==> config.mk <==
export PLATFORM = sky130hd
export DESIGN_NAME = spi_master
export DESIGN_NICKNAME = d
export VERILOG_FILES = /design/src/rtl/spi_pkg.sv /design/src/rtl/spi_half_tick.sv /design/src/rtl/spi_master.sv
export SDC_FILE = /design/constraint.sdc
export NUM_CORES = 1
export LEC_CHECK = 0
export ABC_AREA = 1
export ABC_CLOCK_PERIOD_IN_PS = 4000
export BUFFER_PORTS_ARGS = -buffer_cell sky130_fd_sc_hd__buf_2
export CORE_ASPECT_RATIO = 2
export CORE_UTILIZATION = 45
export DETAILED_ROUTE_END_ITERATION = 7
export PLACE_DENSITY_LB_ADDON = 0.3
export RECOVER_POWER = 25
export SKIP_CTS_REPAIR_TIMING = 1
export SYNTH_ARGS = -nofsm -noshare
export SYNTH_HDL_FRONTEND = slang
export SYNTH_SLANG_ARGS = --single-unit
export TNS_END_PERCENT = 10
==> constraint.sdc <==
create_clock -name clk -period 4 [get_ports clk]
set_input_delay 1.2 -clock clk [delete_from_list [all_inputs] [get_ports clk]]
set_output_delay 1.2 -clock clk [all_outputs]
set_load 0.01 [all_outputs]
==> src/rtl/spi_pkg.sv <==
// Shared definitions for the SPI mode-0 master: FSM encoding, mode constants
// and counter-width helpers.
package spi_pkg;

    localparam int SPI_CPOL = 0;
    localparam int SPI_CPHA = 0;

    typedef enum logic [2:0] {
        IDLE  = 3'd0,
        SETUP = 3'd1,
        HIGH  = 3'd2,
        LOW   = 3'd3,
        HOLD  = 3'd4
    } spi_state_e;

    // Width of a counter spanning 0..n-1; never narrower than one bit.
    function automatic int cnt_w(input int n);
        return (n <= 1) ? 1 : $clog2(n);
    endfunction

    // Width of a counter that must hold the value n itself.
    function automatic int bitcnt_w(input int n);
        return $clog2(n + 1);
    endfunction

endpackage

==> src/rtl/spi_half_tick.sv <==
// Half-period timer: counts 0..CLK_DIV-1 while enabled and flags the last
// count, which is the cycle on which the FSM changes phase.
module spi_half_tick
    import spi_pkg::*;
#(
    parameter int unsigned CLK_DIV = 4
) (
    input  logic clk_i,
    input  logic rst_i,
    input  logic en_i,
    input  logic clr_i,
    output logic wrap_o
);

    localparam int CW = cnt_w(CLK_DIV);
    localparam logic [CW-1:0] LAST = CW'(CLK_DIV - 1);

    logic [CW-1:0] cnt_q, cnt_d;
    logic          wrap;

    // Wrap detection and next count.
    always_comb begin
        wrap  = en_i && (cnt_q == LAST);
        cnt_d = cnt_q;
        if (clr_i) begin
            cnt_d = '0;
        end else if (en_i) begin
            cnt_d = wrap ? '0 : cnt_q + CW'(1);
        end
    end

    // Counter register.
    always_ff @(posedge clk_i) begin
        if (rst_i) begin
            cnt_q <= '0;
        end else begin
            cnt_q <= cnt_d;
        end
    end

    assign wrap_o = wrap;

endmodule

==> src/rtl/spi_master.sv <==
// SPI mode-0 master: sends one BITS-wide word MSB-first on mosi while
// capturing miso, with sclk/ss_n derived from clk via CLK_DIV.
module spi_master
    import spi_pkg::*;
#(
    parameter int unsigned BITS    = 8,
    parameter int unsigned CLK_DIV = 4
) (
    input  logic            clk,
    input  logic            rst,
    input  logic            start,
    input  logic [BITS-1:0] tx_data,
    output logic            busy,
    output logic            done,
    output logic [BITS-1:0] rx_data,
    output logic            sclk,
    output logic            ss_n,
    output logic            mosi,
    input  logic            miso
);

    localparam int BW = bitcnt_w(BITS);

    spi_state_e      state_q, state_d;
    logic [BITS-1:0] tx_q, tx_d;
    logic [BITS-1:0] rxsr_q, rxsr_d;
    logic [BITS-1:0] rx_q, rx_d;
    logic [BW-1:0]   bit_q, bit_d;
    logic            sclk_q, sclk_d;
    logic            ss_n_q, ss_n_d;
    logic            busy_q, busy_d;
    logic            done_q, done_d;
    logic            wrap;

    spi_half_tick #(
        .CLK_DIV (CLK_DIV)
    ) u_tick (
        .clk_i  (clk),
        .rst_i  (rst),
        .en_i   (state_q != IDLE),
        .clr_i  (state_q == IDLE),
        .wrap_o (wrap)
    );

    // Phase sequencing; mosi is the MSB of tx_q, so the shift register is
    // held on the last bit and cleared on exit to give mosi=0 while idle.
    always_comb begin
        state_d = state_q;
        tx_d    = tx_q;
        rxsr_d  = rxsr_q;
        rx_d    = rx_q;
        bit_d   = bit_q;
        sclk_d  = sclk_q;
        ss_n_d  = ss_n_q;
        busy_d  = busy_q;
        done_d  = 1'b0;
        case (state_q)
            IDLE: begin
                if (start) begin
                    state_d = SETUP;
                    tx_d    = tx_data;
                    rxsr_d  = '0;
                    bit_d   = BW'(BITS);
                    ss_n_d  = 1'b0;
                    busy_d  = 1'b1;
                    sclk_d  = 1'b0;
                end
            end
            SETUP: begin
                if (wrap) begin
                    state_d = HIGH;
                    sclk_d  = 1'b1;
                    rxsr_d  = {rxsr_q[BITS-2:0], miso};
                end
            end
            HIGH: begin
                if (wrap) begin
                    state_d = LOW;
                    sclk_d  = 1'b0;
                    bit_d   = bit_q - BW'(1);
                    if (bit_q != BW'(1)) begin
                        tx_d = {tx_q[BITS-2:0], 1'b0};
                    end
                end
            end
            LOW: begin
                if (wrap) begin
                    if (bit_q == '0) begin
                        state_d = HOLD;
                    end else begin
                        state_d = HIGH;
                        sclk_d  = 1'b1;
                        rxsr_d  = {rxsr_q[BITS-2:0], miso};
                    end
                end
            end
            HOLD: begin
                if (wrap) begin
                    state_d = IDLE;
                    done_d  = 1'b1;
                    rx_d    = rxsr_q;
                    ss_n_d  = 1'b1;
                    busy_d  = 1'b0;
                    tx_d    = '0;
                end
            end
            default: begin
                state_d = IDLE;
            end
        endcase
    end

    // State and output registers.
    always_ff @(posedge clk) begin
        if (rst) begin
            state_q <= IDLE;
            tx_q    <= '0;
            rxsr_q  <= '0;
            rx_q    <= '0;
            bit_q   <= '0;
            sclk_q  <= 1'b0;
            ss_n_q  <= 1'b1;
            busy_q  <= 1'b0;
            done_q  <= 1'b0;
        end else begin
            state_q <= state_d;
            tx_q    <= tx_d;
            rxsr_q  <= rxsr_d;
            rx_q    <= rx_d;
            bit_q   <= bit_d;
            sclk_q  <= sclk_d;
            ss_n_q  <= ss_n_d;
            busy_q  <= busy_d;
            done_q  <= done_d;
        end
    end

    assign busy    = busy_q;
    assign done    = done_q;
    assign rx_data = rx_q;
    assign sclk    = sclk_q;
    assign ss_n    = ss_n_q;
    assign mosi    = tx_q[BITS-1];

endmodule

==> impl_metrics.csv, run 1 <==
group,metric,value,unit
status,status,"finished, final reports clean",
power,p_sw,0.527,mW
critical_path,cp_slowest_stage_delay,0.65,ns
placement,hpwl,2650,um
synth,synth_area_leaders,"dfxtp_1 41%, nand2_1 13%, inv_1 7.3%, nor2_1 6.9%, nand3_1 6.7%",
floorplanning,die_width,46.8,um
synth,ys_types,25,
final_layout,synthToLayoutAreaGrowth,12.1,%
placement,gp_congestion,0.799,
critical_path,cp_max_fo,30,
placement,placement.cell_area,0.00194,mm^2
sta,finalSetupViolations,0,
cts,cts.sinks,37,
flow_run,cap_violations,0,
critical_path,r2r_cells,6,
sta,final.period_utilization,55.7,%
critical_path,cp_num_buf_inv,2,
min_path,hp-start,"u_tick.cnt_q[0]$_SDFFE_PP0P_",
critical_path,slowest_stage,"inv_1",
critical_path,cp.arrival,2.44,ns
power,p_comb_share,39.5,%
synth,syn_area,0.00180,mm^2
critical_path,crit_chain,"buf_2, inv_1, o21ai_0, nor3_1",
placement,placed_cells,328,
synth,yosysWarnings,0,
critical_path,r2r-start,"u_tick.cnt_q[0]$_SDFFE_PP0P_",
placement,portBuffers,24,
critical_path,cp_num_cells,4,
detailed_routing,wirelength,3680,um
detailed_routing,routed_via_density,4.87,
critical_path,cp-end-kind,"register",
global_routing,grt_pass1_wl,6230,um
sta,finalHoldViolCount,0,
power,p_leak,1.01,nW
synth,synth_compound_area_share,10.1,%
sta,fmax,449,MHz
power,intPower,0.795,mW
detailed_routing,vias,1636,
floorplanning,start_util,46.9,%
cts,cts_buffer_depth,2,
critical_path,critical_path_class,"input port to register",
synth,synthCells,259,
final_layout,mostFrequentLayoutCell,"nand2_1",
cts,cts_tree,"yes",
critical_path,regToRegEndpoint,"busy$_SDFFE_PP0P_",
global_routing,grt_pass1_vias,1513,
critical_path,path_delay_family,"buffers and inverters",
cts,cts_root_buf,"clkbuf_8",
final_layout,layout.cells.non_filler,336,
power,pwr-share-seq,38.8,%
sta,period_minus_slack,2.23,ns
power,powerDensity,654,mW/mm^2
min_path,min_to,"u_tick.cnt_q[0]$_SDFFE_PP0P_",
cts,path_clk_slew,0.07,ns
sta,worstMarginPinSlew,0.991,ns
floorplanning,rows,32,
sta,slew_headroom,33.7,%
min_path,hold_path_class,"register to register",
synth,synthSimpleGateAreaFrac,35.8,%
sta,fin_skew,0.00416,ns
synth,synth_top_family_by_area,"simple AND/OR/NAND/NOR gates",
floorplanning,die-area,0.00428,mm^2
critical_path,r2r_setup_slack,2.02,ns
synth,synth_edf_count,0,
sta,rsz0062_at_grt,"false",
final_layout,mostFrequentLayoutCells,"62 x nand2_1, 37 x dfxtp_1, 36 x inv_1, 34 x nor2_1, 25 x nand3_1",
floorplanning,core_area,0.00384,mm^2
synth,seq_area_frac_synth,41.1,%
detailed_routing,wl_per_cell,10.9,um
synth,synth-xor-area-share,0.486,%
synth,ys_ff_latch,37,
global_routing,grt_antenna_before_repair,0,
final_layout,fin_area,0.00202,mm^2
min_path,hold_depth,1,
sta,hold_ws,0.432,ns
power,swShare,39.9,%
synth,avgSynthCellArea,6.96,um^2
synth,synth-main-ff-cell,"dfxtp_1",
final_layout,fin_nets,299,
power,peakVddDrop,0.327,mV
cts,htree_levels,2,
critical_path,worstPathRequired,4.21,ns
synth,yosys.area.top_type,"dfxtp_1",
floorplanning,dieHeight,91.5,um
critical_path,worst_setup_path_start_kind,"input port",
final_layout,antenna_cells,0,
final_layout,drive_above_1_share,15.4,%
synth,synthArstFlopShare,0,%
synth,synthesis.nets,274,
synth,synth_mux_area_share,0,%
global_routing,globalRouteOverflowTotal,0,
cts,insertion_delay,0.29,ns
detailed_routing,drtIter0Drc,29,
global_routing,grt_max_degree,31,
synth,synth_top_area_share,41.1,%
detailed_routing,drc_errors,0,
floorplanning,io_pins,25,
power,pwr-share-clk,21.7,%
detailed_routing,ant_nets,0,
sta,setup_tns,0,ns
global_routing,track_usage,19.7,%
detailed_routing,firstDrtPassIters,4,
sta,slew_viol_final,0,
cts,numCtsBuffers,5,
synth,synthAdderAreaFrac,2.08,%
-- worst max-delay path by stage --
stage | start | to
2_1_floorplan | start | rxsr_q[0]$_SDFFE_PP0P_
3_3_place_gp | rst | u_tick.cnt_q[0]$_SDFFE_PP0P_
3_5_place_dp | rst | u_tick.cnt_q[0]$_SDFFE_PP0P_
4_1_cts | rst | u_tick.cnt_q[0]$_SDFFE_PP0P_
5_1_grt | rst | u_tick.cnt_q[0]$_SDFFE_PP0P_
6_report | rst | u_tick.cnt_q[0]$_SDFFE_PP0P_
-- logic make-up after synthesis --
| family | count (synthesis) |
|---|---|
| compound gates | 35 |
| xor+xnor | 1 |
| fa+ha+maj | 3 |
| buf+inv | 44 |
| flops | 37 |
| simple gates | 139 |
-- final cells by class --
type,instances,area (um^2)
tap,51,63.8
clock inverter,1,5.00
timing repair buffer,24,111
inverter,38,143
multi-input combinational,178,861
clock buffer,7,96.3
sequential,37,741
fill,432,1820
-- worst register-to-register path, stage by stage, from the launching register on --
cell and delay (ns):
dfxtp_1 0.33, ha_1 0.27, inv_1 0.17, nor2_1 0.79
inv_1 0.14, nand2_1 0.10, a21oi_1 0.06
-- cells in the mapped netlist, types with 2 or more instances --
| cell | number |
|---|---|
| a21oi_1 | 15 |
| o21ai_0 | 18 |
| nor2_4 | 4 |
| nand3_1 | 24 |
| nand2_4 | 2 |
| nor2_1 | 33 |
| inv_1 | 35 |
| nand2_2 | 9 |
| dfxtp_1 | 37 |
| ha_1 | 3 |
| inv_2 | 3 |
| buf_6 | 2 |
| nand2_1 | 62 |
-- per-layer routing --
metal	global-route usage, %	share of wire [%]
met4	10.2	2.9
met1	20.5	41
met3	2.98	3.2
met5	0	0
met2	34.6	53
-- stage by stage --
| stage | util [%] | total power, mW | setup WS [ns] |
|---|---|---|---|
| after CTS | 53.1 | 1.34 | 1.76 |
| final | 52.6 | 1.32 | 1.77 |
| after global placement | 50.5 | 1.04 | 1.52 |
| after floorplan | - | 0.948 | 2.08 |
| after global routing | 52.6 | 1.44 | 1.57 |
| after detailed placement | 50.5 | 1.05 | 1.46 |
-- registers in the layout (all words and copies together), names as in the netlist --
signal / count
u_tick.cnt_q: 2
sclk: 1
done: 1
ss_n: 1
tx_q: 8
state_q: 3
rxsr_q: 8
bit_q: 4
busy: 1
rx_data: 8
-- power by group through the flow --
stage | logic (mW) | registers (mW) | clock network (mW)
after floorplan | 0.435 | 0.513 | 0
after global placement | 0.522 | 0.518 | 0
after detailed placement | 0.530 | 0.520 | 0
after CTS | 0.533 | 0.512 | 0.295
after global routing | 0.607 | 0.524 | 0.308
final | 0.522 | 0.512 | 0.287
Note: power is estimated with default switching activity, not from simulation.
==> run 2, diff against run 1 <==
Settings changed: ABC_AREA 1 to 0, ABC_CLOCK_PERIOD_IN_PS 4000 to 2100.
Clock period 4 ns to 2.1 ns, I/O delays scaled along.
==> impl_metrics.csv, run 2 <==
group,metric,value,unit
status,status,"finished, final reports clean",
critical_path,crit_chain,"clkbuf_2, clkbuf_1, or2b_1, nor3_1",
synth,yosys.area.top_type,"dfxtp_1",
power,powerDensity,778,mW/mm^2
final_layout,multi_input_area,836,um^2
critical_path,worstPathRequired,2.28,ns
sta,slew_headroom,31.2,%
detailed_routing,wirelength,3560,um
critical_path,crit_end,"sclk$_SDFFE_PP0P_",
floorplanning,dieHeight,87.9,um
sta,fin_skew,0.00630,ns
min_path,hp-start,"u_tick.cnt_q[0]$_SDFFE_PP0P_",
critical_path,cp.arrival,2.02,ns
placement,hpwl,2580,um
critical_path,cp-startpoint,"rst",
critical_path,path_delay_family,"buffers and inverters",
critical_path,cp_num_buf_inv,2,
critical_path,r2r_cells,7,
detailed_routing,drtIter0Drc,26,
cts,htree_levels,2,
cts,cts.sinks,37,
synth,synthCells,188,
synth,synthesis.nets,203,
power,peakVddDrop,0.531,mV
synth,syn_area,0.00166,mm^2
detailed_routing,drc_errors,0,
floorplanning,io_pins,25,
global_routing,globalRouteOverflowTotal,0,
sta,worstMarginPinSlew,1.03,ns
critical_path,slowest_stage,"clkbuf_1",
detailed_routing,ant_nets,0,
synth,synth_area_leaders,"dfxtp_1 45%, nand2_1 4.5%, nor2_1 4.3%, a21oi_1 4.2%, nor3_1 3.9%",
floorplanning,die-area,0.00395,mm^2
critical_path,regToRegEndpoint,"rxsr_q[2]$_SDFFE_PP0P_",
sta,finalSetupViolations,0,
final_layout,antenna_cells,0,
final_layout,fin_nets,228,
cts,insertion_delay,0.29,ns
min_path,hold_path_class,"register to register",
synth,seq_area_frac_synth,44.6,%
synth,synth_top_area_share,44.6,%
detailed_routing,firstDrtPassIters,4,
sta,setup_tns,0,ns
sta,final.period_utilization,87.7,%
detailed_routing,wl_per_cell,13.6,um
global_routing,grt_pass1_vias,1320,
synth,yosys.cell_count.top_type,"dfxtp_1",
floorplanning,die_width,45.0,um
global_routing,grt_max_degree,26,
power,p_leak,0.715,nW
sta,finalHoldViolCount,0,
detailed_routing,routed_via_density,5.27,
global_routing,grt_antenna_before_repair,0,
sta,fmax,543,MHz
cts,numCtsBuffers,5,
detailed_routing,vias,1381,
critical_path,r2r-start,"u_tick.cnt_q[0]$_SDFFE_PP0P_",
critical_path,cp-end-kind,"register",
cts,cts_tree,"yes",
final_layout,synthToLayoutAreaGrowth,15.8,%
sta,setup_slack,0.258,ns
synth,synth_edf_count,0,
critical_path,critical_path_class,"input port to register",
placement,gp_congestion,0.837,
placement,portBuffers,24,
synth,ys_types,37,
synth,yosysWarnings,0,
floorplanning,rows,30,
synth,avgSynthCellArea,8.83,um^2
cts,cts_root_buf,"clkbuf_8",
final_layout,regArea,741,um^2
synth,ys_top_cells_by_count,"37 x dfxtp_1, 20 x nand2_1, 19 x nor2_1, 14 x a21oi_1, 13 x nor3_1",
sta,rsz0062_at_grt,"false",
flow_run,cap_violations,0,
synth,ys_ff_latch,37,
critical_path,worst_setup_path_start_kind,"input port",
critical_path,cp_num_cells,4,
final_layout,mostFrequentLayoutCells,"37 x dfxtp_1, 20 x nand2_1, 19 x nor2_1, 15 x buf_2, 14 x a21oi_1",
synth,synth-main-ff-cell,"dfxtp_1",
final_layout,fillCellCount,364,
sta,slew_viol_final,0,
sta,period_minus_slack,1.84,ns
cts,path_clk_slew,0.07,ns
cts,cts_buffer_depth,2,
global_routing,grt_pass1_wl,5840,um
final_layout,drive_above_1_share,17.3,%
critical_path,cp_slowest_stage_delay,0.80,ns
floorplanning,core_area,0.00345,mm^2
placement,dp_slack,0.243,ns
floorplanning,start_util,48.1,%
critical_path,r2r_setup_slack,0.31,ns
final_layout,mostFrequentLayoutCell,"dfxtp_1",
critical_path,cp_max_fo,25,
global_routing,track_usage,20.7,%
synth,synthArstFlopShare,0,%
==> run 2: stage by stage <==
step	instance area [um^2]	hold WS, ns	std cells	total power, mW	util (%)
6_report	1920	0.431	262	1.50	55.7
4_1_cts	1940	0.441	262	1.52	56.2
3_5_place_dp	1820	0.431	254	0.874	52.7
3_3_place_gp	1820	0.418	254	0.871	52.7
5_1_grt	1920	0.459	262	1.55	55.7
2_1_floorplan	1660	0.408	188	0.836	-
==> run 2: worst min path at each step <==
stage,end,cells after the start
after floorplan,u_tick.cnt_q[0]$_SDFFE_PP0P_,1
after global placement,u_tick.cnt_q[0]$_SDFFE_PP0P_,1
after detailed placement,u_tick.cnt_q[0]$_SDFFE_PP0P_,1
after CTS,u_tick.cnt_q[0]$_SDFFE_PP0P_,1
after global routing,u_tick.cnt_q[0]$_SDFFE_PP0P_,1
final,u_tick.cnt_q[0]$_SDFFE_PP0P_,1
==> run 2: area by class of cell <==
class,instances,area share [%]
Clock inverter,2,1.95
Timing Repair Buffer,31,8.07
Multi-Input combinational cell,135,43.5
Clock buffer,6,4.29
Inverter,3,0.586
Sequential cell,37,38.5
Tap cell,48,3.12
==> run 2: routing by layer <==
metal / vias to the layer above / track usage [%] / routed length [um]
met5: - / 0 / 0
met4: 0 / 14.6 / 127
met3: 9 / 5.36 / 106
met2: 27 / 36.0 / 1900
met1: 625 / 20.1 / 1430
li1: 720 / - / -
==> run 2: power by group <==
group | leakage (nW) | internal [mW] | switching, mW | total, mW
clock network | 0.0574 | 0.386 | 0.254 | 0.640
registers | 0.301 | 0.723 | 0.0181 | 0.741
logic | 0.356 | 0.0508 | 0.0634 | 0.114
==> run 2: logic make-up (layout without fill, tap and decap cells) <==
kind of cell | count (synthesis) | count (layout) | share of synthesized area, %
AND/OR/NAND/NOR | 81 | 81 | 24.3
AO/OA/AOI/OAI | 45 | 45 | 20.3
flip-flops | 37 | 37 | 44.6
buffers and inverters | 16 | 42 | 5.05
XOR/XNOR | 4 | 4 | 2.11
adder cells (fa/ha/maj) | 3 | 3 | 2.26
multiplexers | 2 | 2 | 1.28
